[config.mk]
export PLATFORM = sky130hd
export DESIGN_NAME = decode_queue_flat
export DESIGN_NICKNAME = d
export VERILOG_FILES = /design/src/rtl/decode_queue_if.sv /design/src/rtl/decode_queue.sv /design/src/flat_wrapper.sv
export SDC_FILE = /design/constraint.sdc
export NUM_CORES = 1
export LEC_CHECK = 0
export BUFFER_PORTS_ARGS = -buffer_cell sky130_fd_sc_hd__buf_2
export CORE_ASPECT_RATIO = 0.6
export CORE_MARGIN = 3
export CORE_UTILIZATION = 54
export DETAILED_ROUTE_END_ITERATION = 16
export GPL_TIMING_DRIVEN = 0
export PLACE_DENSITY_LB_ADDON = 0.08
export SLEW_MARGIN = 30
export SYNTH_ARGS = -nofsm -noshare
export SYNTH_HDL_FRONTEND = slang
export SYNTH_SLANG_ARGS = --single-unit
[constraint.sdc]
create_clock -name clk -period 29.7 [get_ports clk]
set_input_delay 1.485 -clock clk [delete_from_list [all_inputs] [get_ports clk]]
set_output_delay 1.485 -clock clk [all_outputs]
set_load 0.05 [all_outputs]
[src/rtl/decode_queue_if.sv]
// Fetch-side and issue-side handshake bundle of decode_queue.
// The decode_queue binds to the slave modport; the fetch/issue environment binds to master.
interface decode_queue_if #(
   parameter int FETCH_WIDTH = 2,
   parameter int DEPTH       = 8
);
   localparam int CW = $clog2(DEPTH) + 1;

   logic                      flush;
   logic [FETCH_WIDTH-1:0]    in_valid;
   logic [32*FETCH_WIDTH-1:0] in_inst;
   logic [32*FETCH_WIDTH-1:0] in_pc;
   logic                      in_ready;
   logic                      out_valid;
   logic                      out_ready;
   logic [31:0]               out_pc;
   logic [3:0]                out_class;
   logic [4:0]                out_rs1;
   logic [4:0]                out_rs2;
   logic [4:0]                out_rd;
   logic [31:0]               out_imm;
   logic [2:0]                out_funct3;
   logic                      out_alt;
   logic [CW-1:0]             count;

   modport master (
      output flush,
      output in_valid,
      output in_inst,
      output in_pc,
      input  in_ready,
      input  out_valid,
      output out_ready,
      input  out_pc,
      input  out_class,
      input  out_rs1,
      input  out_rs2,
      input  out_rd,
      input  out_imm,
      input  out_funct3,
      input  out_alt,
      input  count
   );

   modport slave (
      input  flush,
      input  in_valid,
      input  in_inst,
      input  in_pc,
      output in_ready,
      output out_valid,
      input  out_ready,
      output out_pc,
      output out_class,
      output out_rs1,
      output out_rs2,
      output out_rd,
      output out_imm,
      output out_funct3,
      output out_alt,
      output count
   );
endinterface

[src/rtl/decode_queue.sv]
// RV32I decode stage: decodes up to FETCH_WIDTH lanes on enqueue into a DEPTH-entry FIFO, issues one per cycle.
// Optional feature macro: DECODE_QUEUE_MULDIV_EN (decode M-extension OP encodings as class MULDIV).
module decode_queue #(
   parameter int FETCH_WIDTH = 2,
   parameter int DEPTH       = 8
) (
   input logic           clk,
   input logic           rst,
   decode_queue_if.slave bus
);
   localparam int PW = $clog2(DEPTH);
   localparam int CW = PW + 1;

   localparam logic [3:0] C_OP      = 4'd1;
   localparam logic [3:0] C_OP_IMM  = 4'd2;
   localparam logic [3:0] C_LUI     = 4'd3;
   localparam logic [3:0] C_AUIPC   = 4'd4;
   localparam logic [3:0] C_JAL     = 4'd5;
   localparam logic [3:0] C_JALR    = 4'd6;
   localparam logic [3:0] C_BR      = 4'd7;
   localparam logic [3:0] C_LD      = 4'd8;
   localparam logic [3:0] C_ST      = 4'd9;
   localparam logic [3:0] C_MULDIV  = 4'd10;
   localparam logic [3:0] C_ILLEGAL = 4'd15;

   localparam logic [6:0] OPC_OP     = 7'b0110011;
   localparam logic [6:0] OPC_OP_IMM = 7'b0010011;
   localparam logic [6:0] OPC_LUI    = 7'b0110111;
   localparam logic [6:0] OPC_AUIPC  = 7'b0010111;
   localparam logic [6:0] OPC_JAL    = 7'b1101111;
   localparam logic [6:0] OPC_JALR   = 7'b1100111;
   localparam logic [6:0] OPC_BR     = 7'b1100011;
   localparam logic [6:0] OPC_LD     = 7'b0000011;
   localparam logic [6:0] OPC_ST     = 7'b0100011;

   typedef struct packed {
      logic [31:0] pc;
      logic [3:0]  cls;
      logic [4:0]  rs1;
      logic [4:0]  rs2;
      logic [4:0]  rd;
      logic [31:0] imm;
      logic [2:0]  funct3;
      logic        alt;
   } entry_t;

   // Anything not explicitly recognised falls through as ILLEGAL with register/immediate fields zeroed.
   function automatic entry_t decode_inst(input logic [31:0] inst, input logic [31:0] pc);
      entry_t     e;
      logic [6:0] opc;
      logic [6:0] f7;
      logic [2:0] f3;
      logic [31:0] imm_i;
      logic [31:0] imm_s;
      logic [31:0] imm_b;
      logic [31:0] imm_u;
      logic [31:0] imm_j;
      opc   = inst[6:0];
      f7    = inst[31:25];
      f3    = inst[14:12];
      imm_i = {{20{inst[31]}}, inst[31:20]};
      imm_s = {{20{inst[31]}}, inst[31:25], inst[11:7]};
      imm_b = {{19{inst[31]}}, inst[31], inst[7], inst[30:25], inst[11:8], 1'b0};
      imm_u = {inst[31:12], 12'b0};
      imm_j = {{11{inst[31]}}, inst[31], inst[19:12], inst[20], inst[30:21], 1'b0};
      e        = '0;
      e.pc     = pc;
      e.funct3 = f3;
      e.cls    = C_ILLEGAL;
      case (opc)
         OPC_OP: begin
            if (f7 == 7'b0000000 ||
                (f7 == 7'b0100000 && (f3 == 3'b000 || f3 == 3'b101))) begin
               e.cls = C_OP;
               e.rs1 = inst[19:15];
               e.rs2 = inst[24:20];
               e.rd  = inst[11:7];
               e.alt = inst[30];
            end
`ifdef DECODE_QUEUE_MULDIV_EN
            else if (f7 == 7'b0000001) begin
               e.cls = C_MULDIV;
               e.rs1 = inst[19:15];
               e.rs2 = inst[24:20];
               e.rd  = inst[11:7];
            end
`endif
         end
         OPC_OP_IMM: begin
            if (f3 == 3'b001 || f3 == 3'b101) begin
               if (f7 == 7'b0000000 || (f3 == 3'b101 && f7 == 7'b0100000)) begin
                  e.cls = C_OP_IMM;
                  e.rs1 = inst[19:15];
                  e.rd  = inst[11:7];
                  e.imm = {27'b0, inst[24:20]};
                  e.alt = inst[30];
               end
            end else begin
               e.cls = C_OP_IMM;
               e.rs1 = inst[19:15];
               e.rd  = inst[11:7];
               e.imm = imm_i;
               e.alt = inst[30];
            end
         end
         OPC_LUI: begin
            e.cls = C_LUI;
            e.rd  = inst[11:7];
            e.imm = imm_u;
         end
         OPC_AUIPC: begin
            e.cls = C_AUIPC;
            e.rd  = inst[11:7];
            e.imm = imm_u;
         end
         OPC_JAL: begin
            e.cls = C_JAL;
            e.rd  = inst[11:7];
            e.imm = imm_j;
         end
         OPC_JALR: begin
            e.cls = C_JALR;
            e.rs1 = inst[19:15];
            e.rd  = inst[11:7];
            e.imm = imm_i;
         end
         OPC_BR: begin
            e.cls = C_BR;
            e.rs1 = inst[19:15];
            e.rs2 = inst[24:20];
            e.imm = imm_b;
         end
         OPC_LD: begin
            e.cls = C_LD;
            e.rs1 = inst[19:15];
            e.rd  = inst[11:7];
            e.imm = imm_i;
         end
         OPC_ST: begin
            e.cls = C_ST;
            e.rs1 = inst[19:15];
            e.rs2 = inst[24:20];
            e.imm = imm_s;
         end
         default: begin
            e.cls = C_ILLEGAL;
         end
      endcase
      return e;
   endfunction

   entry_t        r_mem [DEPTH];
   logic [PW-1:0] r_wr_ptr;
   logic [PW-1:0] r_rd_ptr;
   logic [CW-1:0] r_count;

   entry_t        w_dec    [FETCH_WIDTH];
   logic [PW-1:0] w_wr_idx [FETCH_WIDTH];
   logic [CW-1:0] w_push_cnt;
   logic [CW-1:0] w_count_next;
   logic [CW-1:0] w_space;
   logic          w_in_ready;
   logic          w_out_valid;
   logic          w_push;
   logic          w_pop;
   logic          w_valid_contig;
   entry_t        w_head;

   generate
      for (genvar gi = 0; gi < FETCH_WIDTH; gi++) begin : g_lane
         assign w_dec[gi]    = decode_inst(bus.in_inst[32*gi +: 32], bus.in_pc[32*gi +: 32]);
         assign w_wr_idx[gi] = r_wr_ptr + PW'(gi);
      end
   endgenerate

   always_comb begin
      w_push_cnt = '0;
      for (int l = 0; l < FETCH_WIDTH; l++) begin
         w_push_cnt = w_push_cnt + CW'(bus.in_valid[l]);
      end
   end

   // Readiness uses the pre-pop occupancy, so a slot freed this cycle is not reused until the next.
   assign w_space     = CW'(DEPTH) - r_count;
   assign w_in_ready  = (w_space >= CW'(FETCH_WIDTH));
   assign w_out_valid = (r_count != '0);
   assign w_push      = w_in_ready && (|bus.in_valid) && !bus.flush;
   assign w_pop       = w_out_valid && bus.out_ready && !bus.flush;

   always_comb begin
      w_count_next = r_count;
      if (w_push) begin
         w_count_next = w_count_next + w_push_cnt;
      end
      if (w_pop) begin
         w_count_next = w_count_next - CW'(1);
      end
   end

   always_ff @(posedge clk) begin
      if (rst || bus.flush) begin
         r_wr_ptr <= '0;
         r_rd_ptr <= '0;
         r_count  <= '0;
      end else begin
         if (w_push) begin
            r_wr_ptr <= r_wr_ptr + PW'(w_push_cnt);
         end
         if (w_pop) begin
            r_rd_ptr <= r_rd_ptr + PW'(1);
         end
         r_count <= w_count_next;
      end
   end

   always_ff @(posedge clk) begin
      if (w_push) begin
         for (int l = 0; l < FETCH_WIDTH; l++) begin
            if (bus.in_valid[l]) begin
               r_mem[w_wr_idx[l]] <= w_dec[l];
            end
         end
      end
   end

   // Outputs come straight from the head slot, forced to zero while the queue is empty.
   assign w_head         = w_out_valid ? r_mem[r_rd_ptr] : '0;
   assign bus.in_ready   = w_in_ready;
   assign bus.out_valid  = w_out_valid;
   assign bus.out_pc     = w_head.pc;
   assign bus.out_class  = w_head.cls;
   assign bus.out_rs1    = w_head.rs1;
   assign bus.out_rs2    = w_head.rs2;
   assign bus.out_rd     = w_head.rd;
   assign bus.out_imm    = w_head.imm;
   assign bus.out_funct3 = w_head.funct3;
   assign bus.out_alt    = w_head.alt;
   assign bus.count      = r_count;

   assign w_valid_contig = ((bus.in_valid + FETCH_WIDTH'(1)) & bus.in_valid) == '0;

`ifndef SYNTHESIS
   a_valid_contig: assert property (@(posedge clk) disable iff (rst) w_valid_contig);
`endif
endmodule
[src/flat_wrapper.sv]
// flat-port wrapper written by rule: the top's interface ports become plain ports
module decode_queue_flat 
#(
   parameter int FETCH_WIDTH = 2,
   parameter int DEPTH       = 8
)
  (clk, rst, bus_flush, bus_in_valid, bus_in_inst, bus_in_pc, bus_in_ready, bus_out_valid, bus_out_ready, bus_out_pc, bus_out_class, bus_out_rs1, bus_out_rs2, bus_out_rd, bus_out_imm, bus_out_funct3, bus_out_alt, bus_count);
  decode_queue_if #(.FETCH_WIDTH(FETCH_WIDTH), .DEPTH(DEPTH)) bus_i ();
  input logic clk;
  input logic rst;
  input wire logic [$bits(bus_i.flush)-1:0] bus_flush;
  input wire logic [$bits(bus_i.in_valid)-1:0] bus_in_valid;
  input wire logic [$bits(bus_i.in_inst)-1:0] bus_in_inst;
  input wire logic [$bits(bus_i.in_pc)-1:0] bus_in_pc;
  output wire logic [$bits(bus_i.in_ready)-1:0] bus_in_ready;
  output wire logic [$bits(bus_i.out_valid)-1:0] bus_out_valid;
  input wire logic [$bits(bus_i.out_ready)-1:0] bus_out_ready;
  output wire logic [$bits(bus_i.out_pc)-1:0] bus_out_pc;
  output wire logic [$bits(bus_i.out_class)-1:0] bus_out_class;
  output wire logic [$bits(bus_i.out_rs1)-1:0] bus_out_rs1;
  output wire logic [$bits(bus_i.out_rs2)-1:0] bus_out_rs2;
  output wire logic [$bits(bus_i.out_rd)-1:0] bus_out_rd;
  output wire logic [$bits(bus_i.out_imm)-1:0] bus_out_imm;
  output wire logic [$bits(bus_i.out_funct3)-1:0] bus_out_funct3;
  output wire logic [$bits(bus_i.out_alt)-1:0] bus_out_alt;
  output wire logic [$bits(bus_i.count)-1:0] bus_count;
  assign bus_i.flush = bus_flush;
  assign bus_i.in_valid = bus_in_valid;
  assign bus_i.in_inst = bus_in_inst;
  assign bus_i.in_pc = bus_in_pc;
  assign bus_in_ready = bus_i.in_ready;
  assign bus_out_valid = bus_i.out_valid;
  assign bus_i.out_ready = bus_out_ready;
  assign bus_out_pc = bus_i.out_pc;
  assign bus_out_class = bus_i.out_class;
  assign bus_out_rs1 = bus_i.out_rs1;
  assign bus_out_rs2 = bus_i.out_rs2;
  assign bus_out_rd = bus_i.out_rd;
  assign bus_out_imm = bus_i.out_imm;
  assign bus_out_funct3 = bus_i.out_funct3;
  assign bus_out_alt = bus_i.out_alt;
  assign bus_count = bus_i.count;
  decode_queue #(.FETCH_WIDTH(FETCH_WIDTH), .DEPTH(DEPTH)) u_core (.clk(clk), .rst(rst), .bus(bus_i));
endmodule
==> impl_metrics.tcl <==
set metrics [dict create \
    hold_class "reg2reg" \
    tritoncts "yes" \
    cp-end-kind "output port" \
    syn_area_sq_mm 0.0371 \
    relSlewSlack_pct 25.9 \
    yosys_warnings 0 \
    place.gp.congestion 0.994 \
    rsz0062_at_grt "no" \
    port_buffers 149 \
    synth_ff_type "edfxtp_1" \
    fill_cells 5294 \
    start_util_pct 55.3 \
    clkSinkCount 709 \
    synthTopCellsByArea "edfxtp_1 (56%), mux4_2 (11%), nand2_1 (10%), mux2i_1 (5.7%), o21ai_0 (2.3%)" \
    clockRootBuffer "clkbuf_16" \
    cap_violations 0 \
    crit_required_ps 28210 \
    critPathMaxStageDelay_ps 830 \
    area_growth_pct 14.4 \
    path_clk_slew_ps 70 \
    synth-seq-cells 709 \
    synth_nets 3333 \
    drcViolationCount 0 \
    layout_min_cycle_time_ps 5280 \
    clock_path_buffers 3 \
    antenna_found_initial 6 \
    cp-start-kind "flip-flop" \
    grtUsageMet1_pct 54.5 \
    timing.fmax_mhz 189 \
    cp_cell_sequence "clkbuf_1 -> buf_1 -> clkbuf_1 -> mux2i_1 -> nor2_1 -> buf_2" \
    layout-drive-gt1-share_pct 21.3 \
    met3_usage_pct 14.1 \
    worst-slew-pin-transition_ps 1110 \
    grtUsageMet2_pct 50.6 \
    synth_edf_count 696 \
    cts_buffers 69 \
    grt-ovfl-total 0 \
    rows 73 \
    synthTopCellsByCount "nand2_1 (990), edfxtp_1 (696), mux2i_1 (210)" \
    reg2regPathDepth 18 \
    rrSetupSlack_ps 25010 \
    whs_ps 496 \
    holdPathEnd "u_core.r_rd_ptr[1]$_SDFFE_PP0P_" \
    busiest_layer "met1" \
    routedWlPerCell_um 30.0 \
    num-nets-final 3662 \
    post-cts-setup-buffers 0 \
    r2r-end "u_core.r_mem[0][61]$_DFFE_PP_" \
    grt_pass1_wl_um 191000 \
    synth_top_area_share_pct 56.3 \
    coreArea_sq_mm 0.0671 \
    p_per_area_mw_per_mm2 51.9 \
    r2r-start "u_core.bus.count[1]$_SDFF_PP0_" \
    htreeDepth 3 \
    drtIter0Drc 5117 \
    arrival_ps 3800 \
    leakagePower_nw 16.4 \
    ctsResizeCount 0 \
    slowest_stage "buf_1" \
    die_w_um 344 \
    ys_types 73 \
    finalSetupViolations 0 \
    fin_skew_ps 19.1 \
    fin_crit_sh_pct 17.8 \
    via_per_inst 6.61 \
    dpl.hpwl_um 97800 \
    syn_inst 3187 \
    grt_use_total_pct 36.9 \
    yosys.area.top_type "edfxtp_1" \
    final_core_util_pct 63.2 \
    crit_fanout 10 \
    maxSlewViolCount 0 \
    die_area_sq_mm 0.0720 \
    io_pins 227 \
    hold_start "u_core.r_rd_ptr[1]$_SDFFE_PP0P_" \
    postCtsHoldBufs 0 \
    outcome "complete, no violations" \
    via_count 29500 \
    grt_pass1_vias 28000 \
    irDropWorstVdd_uv 35.3 \
    ant_nets 0 \
    grt_start_max_net_pins 17 \
    ys_seq_area_share_pct 57.0 \
    setup_tns_ps 0 \
    die_h_um 209 \
    finalWirelength_um 134000 \
    final_hold_viol_count 0 \
    async_flop_share_pct 0 \
    path_common_cell "clkbuf_1" \
    drt_pass1_iterations 8 \
    clock_latency_ps 640 \
    path_class "reg2out" \
    syn_area_per_cell_sq_um 11.6 \
    synth_most_common_cell "nand2_1" \
    worstHoldPathCells 2 \
]
-- worst max-delay path by stage --
stage	end	depth (start not counted)	slack (ps)	from
after floorplan	u_core.r_mem[0][0]$_DFFE_PP_	5	18000	bus_in_valid[0]
after global placement	u_core.r_mem[0][8]$_DFFE_PP_	6	6760	bus_in_valid[1]
after detailed placement	u_core.r_mem[0][61]$_DFFE_PP_	18	23900	bus_in_valid[1]
after CTS	bus_out_pc[4]	6	24390	flip-flop
after global routing	u_core.r_mem[0][61]$_DFFE_PP_	18	24250	bus_in_valid[1]
final	bus_out_pc[4]	6	24420	flip-flop
-- state kept, by name, summed over array words and instances, names as in the netlist, named ones only --
name,count
u_core.bus.count,4
u_core.r_mem,696
u_core.r_rd_ptr,3
u_core.r_wr_ptr,3
-- power breakdown --
group	internal, mW	total [mW]	switching [mW]
combinational	0.0637	0.215	0.152
sequential	1.11	1.12	0.00418
clock	0.478	0.871	0.393
-- layer usage --
layer | part of all wire [%] | wire, um | vias up
li1 | - | - | 12200
met1 | 39 | 51700 | 14400
met2 | 41 | 55400 | 2556
met3 | 17 | 22400 | 343
met4 | 3.3 | 4420 | 6
met5 | 0.034 | 45 | -
-- layout make-up --
cell class              count  area, sq um  area share [%]
plain buffers             311         1540            3.63
clock inverters            34          263           0.619
repair buffers            258         1950            4.60
flip-flops and latches    709        21200            49.9
multi-input cells        2151        14500            34.1
clock buffers              82         1850            4.36
well taps                 900         1130            2.65
diodes                      1         2.50         0.00590
inverters                  16         62.6           0.147
-- cells by family after synthesis --
logic type | synth area share (%)
mux | 16.3
xor+xnor | 0.371
flops | 57.0
buf+inv | 4.28
compound gates | 6.74
simple gates | 14.8
fa+ha+maj | 0.445
-- through the flow --
step                setup slack [ps]  power (mW)  area [sq um]  instances
floorplan                      18000        1.27         37100       3187
global placement                6760        1.35         39000       4236
detailed placement             23900        1.35         40300       4344
CTS                            24390        2.20         42400       4460
global route                   24250        2.25         42400       4462
finish                         24420        2.20         42400       4462
-- cells in the final DEF (no fill, tap or decap), types with 5 or more instances in the layout --
cell / instances
edfxtp_1: 696
mux2i_1: 210
a22oi_1: 93
nand3_1: 96
buf_1: 66
xor2_1: 6
buf_8: 13
and2_1: 5
nand2b_1: 7
mux4_2: 174
a21oi_1: 62
o21ai_1: 22
nor3_2: 7
nor2_1: 156
inv_1: 15
clkbuf_2: 8
clkinv_1: 18
a21oi_2: 12
buf_6: 37
clkinv_2: 7
nor2b_1: 16
dfxtp_1: 13
clkbuf_16: 72
o21ai_0: 165
ha_1: 10
nor3_1: 11
nand2_1: 990
buf_2: 302
buf_16: 14
and3_1: 6
nand3b_1: 6
clkbuf_1: 82
buf_4: 55
xnor2_1: 6
-- worst max-delay path, delay by kind of cell, from the launching register on --
kind / cells / cell delay, ps
and+or+nand+nor: 1 / 140
buffers and inverters: 4 / 2450
DFF: 1 / 310
muxes: 1 / 240
(Power assumes the default switching activity.)
